File: config.mk
export PLATFORM = sky130hd
export DESIGN_NAME = btn_ctrl_multi
export DESIGN_NICKNAME = d
export VERILOG_FILES = /design/src/rtl/btn_ctrl_pkg.sv /design/src/rtl/btn_debounce_ch.sv /design/src/rtl/btn_ctrl_multi.sv
export SDC_FILE = /design/constraint.sdc
export NUM_CORES = 1
export LEC_CHECK = 0
export CAP_MARGIN = 0
export CORE_MARGIN = 2
export CORE_UTILIZATION = 55
export CTS_BUF_LIST = sky130_fd_sc_hd__clkbuf_4
export DETAILED_ROUTE_END_ITERATION = 10
export PLACE_DENSITY = 0.75
export SLEW_MARGIN = 20
export SYNTH_ARGS = -nofsm -noshare
export SYNTH_HDL_FRONTEND = slang
export SYNTH_SLANG_ARGS = --single-unit
File: constraint.sdc
create_clock -name clk -period 2.02 [get_ports clk]
set_input_delay 0.404 -clock clk [delete_from_list [all_inputs] [get_ports clk]]
set_output_delay 0.404 -clock clk [all_outputs]
set_load 0.01 [all_outputs]
File: src/rtl/btn_ctrl_pkg.sv
// Shared constants and width helpers for the multi-channel button controller.
package btn_ctrl_pkg;

  localparam int DEB_CNT_DEFAULT  = 1048575;
  localparam int LONG_CNT_DEFAULT = 50000000;
  localparam int SYNC_STAGES_MIN  = 2;

  // Ceiling log2; clog2(1) == 0.
  function automatic int clog2(input int value);
    int v;
    int r;
    v = value - 1;
    r = 0;
    while (v > 0) begin
      r = r + 1;
      v = v >> 1;
    end
    return r;
  endfunction

  // Counter width able to hold 0..terminal-1, never narrower than one bit.
  function automatic int cnt_width(input int terminal);
    return (clog2(terminal) < 1) ? 1 : clog2(terminal);
  endfunction

endpackage

File: src/rtl/btn_debounce_ch.sv
// One button channel: synchroniser, stable-run debounce counter, debounced level
// and registered rise/fall pulses.
module btn_debounce_ch
  import btn_ctrl_pkg::*;
#(
  parameter int SYNC_STAGES = SYNC_STAGES_MIN,
  parameter int DEB_CNT     = DEB_CNT_DEFAULT
) (
  input  logic clk,
  input  logic rstn,
  input  logic btn_in,
  output logic btn_lvl,
  output logic btn_rise,
  output logic btn_fall
);

  localparam int SYNC_N = (SYNC_STAGES < SYNC_STAGES_MIN) ? SYNC_STAGES_MIN : SYNC_STAGES;
  localparam int DEB_N  = (DEB_CNT < 1) ? 1 : DEB_CNT;
  localparam int DEB_W  = cnt_width(DEB_N);
  localparam logic [DEB_W-1:0] DEB_LAST = DEB_W'(DEB_N - 1);

  logic [SYNC_N-1:0] r_sync;
  logic [DEB_W-1:0]  r_cnt;
  logic              r_lvl;
  logic              r_rise;
  logic              r_fall;
  logic              w_s;
  logic              w_diff;
  logic              w_accept;

  always_ff @(posedge clk or negedge rstn) begin
    if (!rstn) begin
      r_sync <= '0;
    end else begin
      r_sync <= {r_sync[SYNC_N-2:0], btn_in};
    end
  end

  assign w_s      = r_sync[SYNC_N-1];
  assign w_diff   = w_s ^ r_lvl;
  assign w_accept = w_diff && (r_cnt == DEB_LAST);

  // Any sample matching the current level restarts the stable-run count.
  always_ff @(posedge clk or negedge rstn) begin
    if (!rstn) begin
      r_cnt  <= '0;
      r_lvl  <= 1'b0;
      r_rise <= 1'b0;
      r_fall <= 1'b0;
    end else begin
      r_rise <= w_accept & w_s;
      r_fall <= w_accept & ~w_s;
      if (!w_diff) begin
        r_cnt <= '0;
      end else if (w_accept) begin
        r_lvl <= w_s;
        r_cnt <= '0;
      end else begin
        r_cnt <= r_cnt + DEB_W'(1);
      end
    end
  end

  assign btn_lvl  = r_lvl;
  assign btn_rise = r_rise;
  assign btn_fall = r_fall;

endmodule

File: src/rtl/btn_ctrl_multi.sv
// N-channel button controller: debounced levels, edge pulses and wrapping select counters.
// Define LONG_PRESS_EN to add per-channel long-press detection (count on release instead).
module btn_ctrl_multi
  import btn_ctrl_pkg::*;
#(
  parameter int N_CH        = 4,
  parameter int SYNC_STAGES = 2,
  parameter int DEB_CNT     = DEB_CNT_DEFAULT,
  parameter int CNT_W       = 2,
  parameter int CNT_MAX     = 3,
  parameter int LONG_CNT    = LONG_CNT_DEFAULT
) (
  input  logic                  clk,
  input  logic                  rstn,
  input  logic [N_CH-1:0]       btn_in,
  input  logic [N_CH-1:0]       clr,
  output logic [N_CH-1:0]       btn_lvl,
  output logic [N_CH-1:0]       btn_rise,
  output logic [N_CH-1:0]       btn_fall,
  output logic [N_CH*CNT_W-1:0] sel_cnt,
  output logic [N_CH-1:0]       long_pulse
);

  localparam logic [CNT_W-1:0] SEL_LAST = CNT_W'(CNT_MAX);

  if (N_CH < 1 || CNT_MAX < 0 || CNT_MAX > (1 << CNT_W) - 1 || LONG_CNT < 1) begin : g_param_err
    $error("btn_ctrl_multi: illegal parameter combination");
  end

`ifdef LONG_PRESS_EN
  localparam int LONG_N = (LONG_CNT < 1) ? 1 : LONG_CNT;
  localparam int HOLD_W = cnt_width(LONG_N);
  localparam logic [HOLD_W-1:0] HOLD_LAST = HOLD_W'(LONG_N - 1);
`endif

  for (genvar gi = 0; gi < N_CH; gi++) begin : g_ch
    logic [CNT_W-1:0] r_sel;
    logic             w_step;
    logic             w_zero;

    btn_debounce_ch #(
      .SYNC_STAGES (SYNC_STAGES),
      .DEB_CNT     (DEB_CNT)
    ) u_deb (
      .clk      (clk),
      .rstn     (rstn),
      .btn_in   (btn_in[gi]),
      .btn_lvl  (btn_lvl[gi]),
      .btn_rise (btn_rise[gi]),
      .btn_fall (btn_fall[gi])
    );

`ifdef LONG_PRESS_EN
    logic [HOLD_W-1:0] r_hold;
    logic              r_long;
    logic              r_lp;
    logic              w_fire;

    // The hold count freezes once the press is marked long, so it fires only once.
    assign w_fire = btn_lvl[gi] && !r_long && (r_hold == HOLD_LAST);

    always_ff @(posedge clk or negedge rstn) begin
      if (!rstn) begin
        r_hold <= '0;
        r_long <= 1'b0;
        r_lp   <= 1'b0;
      end else begin
        r_lp <= w_fire;
        if (btn_fall[gi]) begin
          r_hold <= '0;
          r_long <= 1'b0;
        end else if (w_fire) begin
          r_long <= 1'b1;
        end else if (btn_lvl[gi] && !r_long) begin
          r_hold <= r_hold + HOLD_W'(1);
        end
      end
    end

    assign w_step         = btn_fall[gi] && !r_long;
    assign w_zero         = clr[gi] || w_fire;
    assign long_pulse[gi] = r_lp;
`else
    assign w_step         = btn_rise[gi];
    assign w_zero         = clr[gi];
    assign long_pulse[gi] = 1'b0;
`endif

    always_ff @(posedge clk or negedge rstn) begin
      if (!rstn) begin
        r_sel <= '0;
      end else if (w_zero) begin
        r_sel <= '0;
      end else if (w_step) begin
        r_sel <= (r_sel >= SEL_LAST) ? '0 : r_sel + CNT_W'(1);
      end
    end

    assign sel_cnt[gi*CNT_W +: CNT_W] = r_sel;
  end

endmodule

==> results.cfg <==
[outcome]
status = finished, final reports clean

[drt]
drc = 0
ant_nets = 0
drtIter0Drc = 117
firstDrtPassIters = 4
routed_wl_um = 9070
detail_route.wl_per_cell_um = 14.0
viasPerCell = 5.55
via_count = 3607

[setup_path]
setup.worst_path.class = reg2out
reg2regPathDepth = 4
critPathTopFamily = buffers and inverters
reg2reg_from = g_ch[1].u_deb.r_cnt[4]
endpoint = btn_lvl[0]
cp-start-kind = flip-flop
end_kind = output pin
crit_start = g_ch[0].u_deb.btn_lvl
path_buf_inv = 1
cp.depth = 1
slowest_delay_ps = 560
path_cells = clkdlybuf4s50_1
arrival_ps = 1490
rrSetupSlack_ps = 190
crit_fanout = 5
critPathSlowestCell = clkdlybuf4s50_1
r2r_end = g_ch[1].u_deb.r_cnt[17]
worst-endpoint-required_ps = 1620

[pwr]
internal_power_mw = 2.88
p_seq_share_pct = 59.9
irDropWorstVdd_mv = 0.443
pwr-share-clk_pct = 36.0
powerDensity_nw_per_um2 = 637
p_leak_nw = 2.37
pwr-share-comb_pct = 4.1
power.switching_mw = 0.827
swShare_pct = 22.3

[placement]
hpwl_um = 6370
port-buffer-count = 29
dp.cells = 633
gp_congestion = 0.878

[grt]
globalRouteMet1Util_pct = 25.5
met3_usage_pct = 4.55
globalRoute.busiestLayer = met2
grt_pass1_wl_um = 16200
grtUsageMet2_pct = 32.9
grt_usage_pct = 19.9
grt_overflow = 0
grt_max_degree = 39
grt_antenna_before_repair = 0
grt_pass1_vias = 3623

[yosys]
yosys.area_share.adder_pct = 2.40
async_flop_share_pct = 100
yosys.cell_types.count = 44
ys_seq_area_share_pct = 51.9
yosysWarnings = 0
synth-simple-area-share_pct = 24.7
synth_cells = 504
avgSynthCellArea_um2 = 10.3
synth_compound_area_share_pct = 3.89
synth_seq_cells = 108
muxShareOfSynthArea_pct = 1.63
synth_top_family_by_area = simple AND/OR/NAND/NOR gates
syn-cell-area_um2 = 5210
synthFlopType = dfrtp_1
synthXorXnorAreaFrac_pct = 11.1
synth_edf_count = 0

[sta]
rsz0062_at_grt = no
tns_ps = 0
finClkSkew_ps = 21.5
relSlewSlack_pct = 63.1
finalCritPeriodShare_pct = 93.7
tightest_slew_ps = 548
fmax_mhz = 528
setup-violations-final = 0
maxSlewViolCount = 0
finalHoldViolations = 0
period_needed_ps = 1890

[clock_network]
numCtsBuffers = 9
worst_skew_pair.late_latency_ps = 480
clock_path_buffers = 2
ctsHtreeMaxLevel = 3
cts_sinks = 108
clockRootBuffer = clkbuf_4
tritoncts = yes
cts.repair.resized = 0
clkTransAtPathRegs_ps = 160

[layout]
stdcell_count = 650
antennaDiodeCount = 0
fin_nets = 554
final_common_cell = dfrtp_1
fillCellCount = 749
drive_above_1_share_pct = 10.6
final_cell_mix = dfrtp_1, nor2_1, xnor2_1, clkdlybuf4s50_1, nand4_1
areaGrowthSynthToFinish_pct = 11.8

[floorplan]
rows = 35
die_h_um = 101
dieArea_um2 = 10300
start_util_pct = 56.7
ios = 34
die_width_um = 101
coreArea_um2 = 9200

[worst_hold_path]
worstHoldPathType = in2reg

[job]
maxCapViolCount = 0
through the flow:
stage	hold WS [ps]	total power [mW]	cell area [um^2]	util (%)	worst slack, ps
6_report	348	3.71	5830	63.3	126
3_3_place_gp	335	2.41	5630	61.2	260
4_1_cts	324	3.76	5830	63.3	92.5
2_1_floorplan	108	2.33	5220	-	151
5_1_grt	322	3.87	5830	63.3	51.5
3_5_place_dp	336	2.42	5630	61.2	186
metal layers:
metal	up-vias	part of all wire, %
met3	15	3.3
met2	62	49
met1	1737	46
met4	0	1.9
li1	1793	-
met5	-	0
power groups by stage:
stage	combinational, mW	sequential, mW	clock (mW)
after floorplan	0.0717	2.25	0
after global placement	0.151	2.26	0
after detailed placement	0.156	2.26	0
after CTS	0.158	2.22	1.38
after global routing	0.176	2.23	1.46
final	0.153	2.22	1.33
registers in the layout (all words and copies together), names as in the netlist:
register	count
g_ch.u_deb.btn_fall	4
g_ch.u_deb.btn_rise	4
g_ch.u_deb.r_cnt	80
g_ch.u_deb.r_sync	8
g_ch.r_sel	8
g_ch.u_deb.btn_lvl	4
what timing repair did:
item	CTS	global route
hold endpoints to repair	35	0
setup buffers	0	0
hold buffers	1	0
cell usage after synthesis (3+ instances only):
master / instances / area share (%)
buf_2: 3 / 0.29
or3_1: 8 / 0.96
nand2_1: 23 / 1.7
xnor2_1: 42 / 7.1
a21oi_1: 13 / 1.2
o31ai_1: 4 / 0.58
o21ai_0: 8 / 0.77
or4_1: 4 / 0.58
and3_1: 4 / 0.48
inv_1: 14 / 1.0
and4_1: 7 / 1.2
buf_4: 17 / 2.4
dfrtp_1: 108 / 52
clkbuf_1: 8 / 0.58
mux2i_1: 4 / 0.77
nand3_1: 24 / 2.3
nand4_1: 25 / 3.0
nor2_1: 84 / 6.1
and2_1: 3 / 0.36
mux2_2: 4 / 0.86
nand3_2: 3 / 0.58
ha_1: 10 / 2.4
nor4_1: 20 / 2.4
xor2_1: 24 / 4.0
or4_4: 5 / 1.1
nor3_1: 12 / 1.2
final cells by class:
class                   instances  area, um^2  share of cell area [%]
repair buffers                 44         440                    7.56
clock buffers                   9        67.6                    1.16
multi-input cells             357        2300                    39.5
flip-flops and latches        108        2700                    46.4
clock inverters                 7         121                    2.08
well taps                     111         139                    2.38
inverters                      14        52.6                   0.902
cells by family (layout without fill, tap and decap cells):
family,after synthesis,after routing
AOI/OAI and AO/OA,32,32
adders and majority gates,10,10
muxes,8,8
xor gates and xnor gates,66,66
DFF,108,108
buffers and inverters,42,74
other,1,4
and+or+nand+nor,237,237
worst min-delay path by stage:
stage,from,endpoint,slack (ps),cells past startpoint
after floorplan,rstn,g_ch[0].r_sel[0],110,0
after global placement,g_ch[1].u_deb.r_sync[0],g_ch[1].u_deb.r_sync[1],330,0
after detailed placement,g_ch[2].u_deb.r_sync[0],g_ch[2].u_deb.r_sync[1],340,0
after CTS,btn_in[1],g_ch[1].u_deb.r_sync[0],320,1
after global routing,btn_in[0],g_ch[0].u_deb.r_sync[0],320,1
final,btn_in[0],g_ch[0].u_deb.r_sync[0],350,1
No activity file was read; power rests on OpenSTA's default activity.
